==> src/rtl/audio_loader_pkg.sv <==
// Shared types and helpers for the UART sample loader.
// - rx_state_t   : serial receiver states
// - ld_state_t   : loader states
// - clks_per_bit : clock cycles per UART bit for a given clock and baud rate
package audio_loader_pkg;

    typedef enum logic [1:0] {
        RX_IDLE,
        RX_START,
        RX_DATA,
        RX_STOP
    } rx_state_t;

    typedef enum logic [1:0] {
        L_WAIT,
        L_LOAD,
        L_DONE
    } ld_state_t;

    function automatic int unsigned clks_per_bit(input int unsigned clk_hz,
                                                 input int unsigned baud);
        return clk_hz / baud;
    endfunction

endpackage

==> src/rtl/uart_sample_loader_if.sv <==
// Byte-wide write port toward the data memory (port A).
// - mem_addr  : byte address
// - mem_wdata : sample byte
// - mem_we    : single-cycle write strobe
// The loader drives the master modport; the memory side uses the slave modport.
interface uart_sample_loader_if #(
    parameter int unsigned ADDR_W = 19
);
    logic [ADDR_W-1:0] mem_addr;
    logic [7:0]        mem_wdata;
    logic              mem_we;

    modport master (
        output mem_addr,
        output mem_wdata,
        output mem_we
    );

    modport slave (
        input mem_addr,
        input mem_wdata,
        input mem_we
    );
endinterface

==> src/rtl/uart_rx_byte.sv <==
// UART byte receiver: 2-flop synchroniser plus 8N1 receive FSM.
// Ports:
// - clk_i, reset_i : clock, synchronous active-high reset
// - rx_i           : asynchronous serial input, idle high
// - rx_valid_o     : 1-cycle pulse, rx_byte_o holds a good byte
// - rx_byte_o      : received byte (LSB first on the wire)
// - stop_err_o     : 1-cycle pulse, stop bit sampled low (byte dropped)
module uart_rx_byte
    import audio_loader_pkg::*;
#(
    parameter int unsigned CLKS_PER_BIT = 16
) (
    input  logic       clk_i,
    input  logic       reset_i,
    input  logic       rx_i,
    output logic       rx_valid_o,
    output logic [7:0] rx_byte_o,
    output logic       stop_err_o
);

    localparam int unsigned TimerW = $clog2(CLKS_PER_BIT);
    localparam logic [TimerW-1:0] BitLast  = TimerW'(CLKS_PER_BIT - 1);
    localparam logic [TimerW-1:0] HalfLast = TimerW'(CLKS_PER_BIT / 2 - 1);

    logic              rx_meta_q;
    logic              rx_sync_q;
    rx_state_t         state_q;
    logic [TimerW-1:0] timer_q;
    logic [2:0]        bit_idx_q;
    logic [7:0]        shift_q;
    logic              rx_valid_q;
    logic              stop_err_q;

    always_ff @(posedge clk_i) begin
        if (reset_i) begin
            // Preset high so reset never looks like a start bit.
            rx_meta_q  <= 1'b1;
            rx_sync_q  <= 1'b1;
            state_q    <= RX_IDLE;
            timer_q    <= '0;
            bit_idx_q  <= '0;
            shift_q    <= '0;
            rx_valid_q <= 1'b0;
            stop_err_q <= 1'b0;
        end else begin
            rx_meta_q  <= rx_i;
            rx_sync_q  <= rx_meta_q;
            rx_valid_q <= 1'b0;
            stop_err_q <= 1'b0;
            unique case (state_q)
                RX_IDLE: begin
                    timer_q <= '0;
                    if (!rx_sync_q) begin
                        state_q <= RX_START;
                    end
                end
                RX_START: begin
                    // Re-check at mid start bit; a high line here was a glitch.
                    if (timer_q == HalfLast) begin
                        timer_q   <= '0;
                        bit_idx_q <= '0;
                        state_q   <= rx_sync_q ? RX_IDLE : RX_DATA;
                    end else begin
                        timer_q <= timer_q + 1'b1;
                    end
                end
                RX_DATA: begin
                    if (timer_q == BitLast) begin
                        timer_q   <= '0;
                        shift_q   <= {rx_sync_q, shift_q[7:1]};
                        bit_idx_q <= bit_idx_q + 1'b1;
                        if (bit_idx_q == 3'd7) begin
                            state_q <= RX_STOP;
                        end
                    end else begin
                        timer_q <= timer_q + 1'b1;
                    end
                end
                RX_STOP: begin
                    if (timer_q == BitLast) begin
                        timer_q    <= '0;
                        rx_valid_q <= rx_sync_q;
                        stop_err_q <= !rx_sync_q;
                        state_q    <= RX_IDLE;
                    end else begin
                        timer_q <= timer_q + 1'b1;
                    end
                end
                default: state_q <= RX_IDLE;
            endcase
        end
    end

    assign rx_valid_o = rx_valid_q;
    assign rx_byte_o  = shift_q;
    assign stop_err_o = stop_err_q;

endmodule

==> src/rtl/uart_sample_loader.sv <==
// Loads NUM_SAMPLES UART bytes into data memory port A and holds the
// processor in reset until the load is complete.
// Ports:
// - clk_i, reset_i : clock, synchronous active-high reset
// - uart_rx_i      : asynchronous serial input, idle high
// - start_i        : 1-cycle pulse, arm a new load
// - mem            : memory write port (master)
// - proc_hold_o    : 1 = keep processor in reset
// - load_done_o    : 1 = all samples stored
// - frame_err_o    : sticky stop-bit error
// - byte_count_o   : bytes stored in the current load
module uart_sample_loader
    import audio_loader_pkg::*;
#(
    parameter int unsigned CLK_HZ      = 50_000_000,
    parameter int unsigned BAUD        = 115200,
    parameter int unsigned ADDR_W      = 19,
    parameter int unsigned BASE_ADDR   = 0,
    parameter int unsigned NUM_SAMPLES = 4096
) (
    input  logic              clk_i,
    input  logic              reset_i,
    input  logic              uart_rx_i,
    input  logic              start_i,
    uart_sample_loader_if.master mem,
    output logic              proc_hold_o,
    output logic              load_done_o,
    output logic              frame_err_o,
    output logic [ADDR_W-1:0] byte_count_o
);

    localparam int unsigned CPB = clks_per_bit(CLK_HZ, BAUD);
    localparam logic [ADDR_W-1:0] BaseW = ADDR_W'(BASE_ADDR);
    localparam logic [ADDR_W-1:0] NumW  = ADDR_W'(NUM_SAMPLES);
    localparam logic [ADDR_W-1:0] LastW = ADDR_W'(NUM_SAMPLES - 1);

    logic       rx_valid;
    logic [7:0] rx_byte;
    logic       stop_err;

    uart_rx_byte #(
        .CLKS_PER_BIT(CPB)
    ) u_rx (
        .clk_i      (clk_i),
        .reset_i    (reset_i),
        .rx_i       (uart_rx_i),
        .rx_valid_o (rx_valid),
        .rx_byte_o  (rx_byte),
        .stop_err_o (stop_err)
    );

    ld_state_t         state_q;
    logic [ADDR_W-1:0] count_q;
    logic [ADDR_W-1:0] addr_q;
    logic [7:0]        wdata_q;
    logic              we_q;
    logic              hold_q;
    logic              done_q;
    logic              ferr_q;

    always_ff @(posedge clk_i) begin
        if (reset_i) begin
            state_q <= L_WAIT;
            count_q <= '0;
            addr_q  <= BaseW;
            wdata_q <= '0;
            we_q    <= 1'b0;
            hold_q  <= 1'b1;
            done_q  <= 1'b0;
            ferr_q  <= 1'b0;
        end else begin
            we_q <= 1'b0;
            unique case (state_q)
                L_WAIT: begin
                    if (start_i) begin
                        state_q <= L_LOAD;
                        count_q <= '0;
                        ferr_q  <= 1'b0;
                    end
                end
                L_LOAD: begin
                    // Start is ignored here; only valid bytes advance the load.
                    if (rx_valid && (count_q < NumW)) begin
                        we_q    <= 1'b1;
                        addr_q  <= BaseW + count_q;
                        wdata_q <= rx_byte;
                        count_q <= count_q + 1'b1;
                        if (count_q == LastW) begin
                            state_q <= L_DONE;
                            hold_q  <= 1'b0;
                            done_q  <= 1'b1;
                        end
                    end
                end
                L_DONE: begin
                    if (start_i) begin
                        state_q <= L_LOAD;
                        count_q <= '0;
                        hold_q  <= 1'b1;
                        done_q  <= 1'b0;
                        ferr_q  <= 1'b0;
                    end
                end
                default: state_q <= L_WAIT;
            endcase
            // A framing error in the same cycle as an accepted start still sticks.
            if (stop_err) begin
                ferr_q <= 1'b1;
            end
        end
    end

    assign mem.mem_addr  = addr_q;
    assign mem.mem_wdata = wdata_q;
    assign mem.mem_we    = we_q;
    assign proc_hold_o   = hold_q;
    assign load_done_o   = done_q;
    assign frame_err_o   = ferr_q;
    assign byte_count_o  = count_q;

endmodule
==> src/flat_wrapper.sv <==
// flat-port wrapper written by rule: the top's interface ports become plain ports
module uart_sample_loader_flat import audio_loader_pkg::*;
#(
    parameter int unsigned CLK_HZ      = 50_000_000,
    parameter int unsigned BAUD        = 115200,
    parameter int unsigned ADDR_W      = 19,
    parameter int unsigned BASE_ADDR   = 0,
    parameter int unsigned NUM_SAMPLES = 4096
)
  (clk_i, reset_i, uart_rx_i, start_i, proc_hold_o, load_done_o, frame_err_o, byte_count_o, mem_mem_addr, mem_mem_wdata, mem_mem_we);
  uart_sample_loader_if #(.ADDR_W(ADDR_W)) mem_i ();
  input  logic clk_i;
  input  logic reset_i;
  input  logic uart_rx_i;
  input  logic start_i;
  output logic proc_hold_o;
  output logic load_done_o;
  output logic frame_err_o;
  output logic [ADDR_W-1:0] byte_count_o;
  output wire logic [$bits(mem_i.mem_addr)-1:0] mem_mem_addr;
  output wire logic [$bits(mem_i.mem_wdata)-1:0] mem_mem_wdata;
  output wire logic [$bits(mem_i.mem_we)-1:0] mem_mem_we;
  assign mem_mem_addr = mem_i.mem_addr;
  assign mem_mem_wdata = mem_i.mem_wdata;
  assign mem_mem_we = mem_i.mem_we;
  uart_sample_loader #(.CLK_HZ(CLK_HZ), .BAUD(BAUD), .ADDR_W(ADDR_W), .BASE_ADDR(BASE_ADDR), .NUM_SAMPLES(NUM_SAMPLES)) u_core (.clk_i(clk_i), .reset_i(reset_i), .uart_rx_i(uart_rx_i), .start_i(start_i), .mem(mem_i), .proc_hold_o(proc_hold_o), .load_done_o(load_done_o), .frame_err_o(frame_err_o), .byte_count_o(byte_count_o));
endmodule
==> config.mk <==
export PLATFORM = sky130hd
export DESIGN_NAME = uart_sample_loader_flat
export DESIGN_NICKNAME = d
export VERILOG_FILES = /design/src/rtl/audio_loader_pkg.sv /design/src/rtl/uart_sample_loader_if.sv /design/src/rtl/uart_rx_byte.sv /design/src/rtl/uart_sample_loader.sv /design/src/flat_wrapper.sv
export SDC_FILE = /design/constraint.sdc
export NUM_CORES = 1
export LEC_CHECK = 0
export ABC_CLOCK_PERIOD_IN_PS = 2100
export BUFFER_PORTS_ARGS = -buffer_cell sky130_fd_sc_hd__buf_2
export CORE_MARGIN = 2
export CORE_UTILIZATION = 50
export CTS_CLUSTER_SIZE = 12
export DETAILED_ROUTE_END_ITERATION = 6
export GPL_TIMING_DRIVEN = 0
export MAX_ROUTING_LAYER = met4
export PLACE_DENSITY_LB_ADDON = 0.15
export SLEW_MARGIN = 20
export SYNTH_ARGS = -nofsm -noshare
export SYNTH_HDL_FRONTEND = slang
export SYNTH_HIERARCHICAL = 1
export SYNTH_SLANG_ARGS = --single-unit
==> constraint.sdc <==
create_clock -name clk_i -period 2.1 [get_ports clk_i]
set_clock_uncertainty 0.05 [all_clocks]
set_input_delay 0.105 -clock clk_i [delete_from_list [all_inputs] [get_ports clk_i]]
set_output_delay 0.105 -clock clk_i [all_outputs]
set_load 0.01 [all_outputs]
==> results.yml <==
run_status:
  status: "finished, final reports clean"
global_route:
  grt_first_pass_wirelength_mm: 11.9
  grt_usage_pct: 21.3
  grt_overflow_total: 0
  grt_max_degree: 14
  grt_pass1_vias: 2634
  antenna_found_initial: 0
synthesis:
  ys_seq_area_share_pct: 49.6
  syn_avg_cell_area_um2: 9.18
  synthFlopType: "dfxtp_1"
  ys_types: 45
  syn_inst: 343
  synth_area_leaders: "dfxtp_1 (50%), a21oi_1 (7.9%), nand2_1 (6.4%)"
  synth_top_family_by_area: "simple AND/OR/NAND/NOR gates"
  synthXorXnorAreaFrac_pct: 0.835
  synth_fa_ha_area_share_pct: 2.38
  yosys_warnings: 6
  synth_top_area_share_pct: 49.6
  ys_seq_elements: 78
  synthArstFlopShare_pct: 0
  synth_top_area_cell: "dfxtp_1"
  synth_compound_area_share_pct: 17.1
  synthMuxAreaShare_pct: 0
  syn-num-nets: 353
  synth_simple_gate_area_share_pct: 26.4
  syn_area_um2: 3150
  synth_edf_count: 0
timing:
  grt_setup_unrepaired: "no"
  tns_ns: 0
  maxSlewViolCount: 0
  finalCritPeriodShare_pct: 91.8
  hold_ws_ns: 0.0163
  finalSetupViolCount: 0
  tightest_slew_ns: 0.545
  timing.final.crit_period_ns: 1.93
  max_slew_margin_pct: 63.3
  max_freq_mhz: 519
  finalHoldViolCount: 0
clocking:
  clockBufferDepth: 2
  ctsHtreeMaxLevel: 3
  clkLatencyLatePin_ns: 0.35
  cts_tree: "built"
  cts_resized: 0
  cts_buffers: 9
  cts_root_buf: "clkbuf_8"
  path_clk_slew_ns: 0.08
  cts.sinks: 78
setup_path:
  reg2reg_depth: 6
  crit_arrival_ns: 2.10
  cp_max_fo: 10
  worstPathRequired_ns: 2.27
  reg2reg_from: "u_core/byte_count_o[12]"
  slowest_stage: "dfxtp_1"
  cp_slowest_stage_delay_ns: 0.36
  worst_setup_path_end_kind: "flop"
  start_kind: "flop"
  critical_path.cell_chain: "nor4_4 > nand3_2 > buf_6 > clkbuf_1 > o31ai_1 > a21oi_1"
  crit_type: "reg -> reg"
  timing.rr.end: "u_core/byte_count_o[10]"
  r2r_slack_ns: 0.17
pwr:
  switchingPower_mw: 0.586
  p_int_mw: 2.32
  sequentialPowerShare_pct: 51.1
  comb_power_share_pct: 1.9
  powerDensity_nw_per_um2: 771
  power_leakage_nw: 1.48
  finalPower_mw: 2.91
  ir_drop_uv: 400
  power.share.clock_pct: 47.0
  sw_frac_of_total_pct: 20.1
cells_and_area:
  final_core_utilization_pct: 63.0
  instances_no_fill: 489
  antenna_cells: 0
  syn_to_final_growth_pct: 19.9
  final_nets: 419
  drive_gt1_share_pct: 20.8
  nFillCells: 522
drt:
  route.detailed.drc: 0
  drt_iter0_drc: 148
  routedWlPerCell_um: 14.2
  vias: 2742
  drt_wl_total_mm: 6.92
  firstDrtPassIters: 4
  viasPerCell: 5.61
  ant_nets: 0
die:
  fp-row-count: 28
  ios: 54
  core_area_um2: 5990
  die_y_um: 83.3
  start_util_pct: 52.5
  fp.dieW_um: 83.3
  die-area_um2: 6950
placed_design:
  dp_cells: 471
  port_buffers: 53
  gp_congestion: 0.838
  hpwl_mm: 4.88
min_path:
  hp-class: "in -> reg"
  min_path_cells: 2
  hold-path-endpoint: "u_core/u_rx/stop_err_o"
  holdCritStartpoint: "reset_i"
job:
  maxCapViolations: 0
## Yosys cell counts, types with 2 or more instances
master / instances
inv_1: 9
buf_1: 3
ha_1: 6
dfxtp_1: 78
and4_1: 2
a21boi_0: 2
or4_1: 12
nand3_1: 9
o21ai_0: 5
or3_1: 5
nand4_1: 13
clkbuf_1: 10
nor4_1: 3
xor2_1: 2
o31ai_1: 22
nand2b_1: 5
nor2b_1: 3
and2_1: 13
a22oi_1: 3
nand2_1: 54
a21oi_1: 50
buf_2: 5
or2_2: 2
nor2_1: 6
## worst max-delay path, delay by kind of cell, from the launching register on
| kind | cells | cell delay (ns) |
|---|---|---|
| and+or+nand+nor | 2 | 0.56 |
| AOI/OAI and AO/OA | 2 | 0.42 |
| buffers and inverters | 2 | 0.40 |
| DFF | 1 | 0.36 |
## sequential cells by signal, summed over array words and instances (netlist names), 2 cells and up, named ones only
signal / count
u_core/u_rx/timer_q: 9
u_core/u_rx/rx_byte_o: 8
u_core/u_rx/bit_idx_q: 3
u_core/mem.mem_wdata: 8
u_core/byte_count_o: 19
u_core/state_q: 2
u_core/mem.mem_addr: 19
## kinds of logic after synthesis
logic type,Yosys count
AO/OA/AOI/OAI,88
XOR/XNOR,3
adder cells (fa/ha/maj),6
buffers and inverters,28
flip-flops,78
AND/OR/NAND/NOR,140
## final cells by class
cell class	count	area, um^2	share of cell area, %
tap	75	93.8	2.49
clock inverter	5	106	2.82
sequential	78	1560	41.4
timing repair buffer	55	285	7.56
multi-input combinational	237	1470	38.9
inverter	9	33.8	0.895
buffer	19	85.1	2.25
clock buffer	11	141	3.75
## how the worst max path moves through the flow
stage                            startpoint  cells after the start  slack (ns)                 endpoint
floorplan           u_core/byte_count_o[18]                      5        0.40   u_core/byte_count_o[4]
global placement    u_core/byte_count_o[18]                      6        0.25  u_core/byte_count_o[10]
detailed placement  u_core/byte_count_o[18]                      6        0.21  u_core/byte_count_o[10]
CTS                 u_core/byte_count_o[12]                      6        0.17   u_core/byte_count_o[4]
global route        u_core/byte_count_o[18]                      6        0.06  u_core/byte_count_o[11]
finish              u_core/byte_count_o[12]                      6        0.17  u_core/byte_count_o[10]
## power groups by stage
stage | Combinational [mW] | Clock, mW | Sequential (mW)
after floorplan | 0.0358 | 0 | 1.52
after detailed placement | 0.0537 | 0 | 1.52
after global routing | 0.0639 | 1.45 | 1.49
after CTS | 0.0566 | 1.40 | 1.49
after global placement | 0.0527 | 0 | 1.52
final | 0.0561 | 1.37 | 1.49
## metrics by stage
step,area [um^2],setup WS (ns)
after floorplan,3150,0.400
after global placement,3510,0.250
after detailed placement,3510,0.205
after CTS,3770,0.174
after global routing,3770,0.0578
final,3770,0.171
## cell usage in the layout (no fill, tap or decap), drive strengths merged, types with 6 or more instances in the layout
| master | n |
|---|---|
| and2 | 13 |
| ha | 6 |
| nor2 | 6 |
| a21oi | 50 |
| inv | 9 |
| o31ai | 22 |
| o21ai | 6 |
| dfxtp | 78 |
| clkbuf | 21 |
| nand2 | 54 |
| nand3 | 10 |
| or4 | 12 |
| nand4 | 13 |
| buf | 62 |
## layer usage
layer	part of all wire [%]	up-vias	track usage [%]	routed length [um]
li1	-	1372	-	-
met1	45	1299	25.2	3110
met2	49	63	35.9	3410
met3	4.5	8	4.17	314
met4	1.3	0	8.20	87
met5	0	-	-	0
## what timing repair did
| action | in CTS | in global routing |
|---|---|---|
| endpoints found under the hold margin | 2 | 0 |
| setup buffers | 0 | 0 |
| hold buffers | 2 | 0 |
Note: power is estimated with default switching activity, not from simulation.
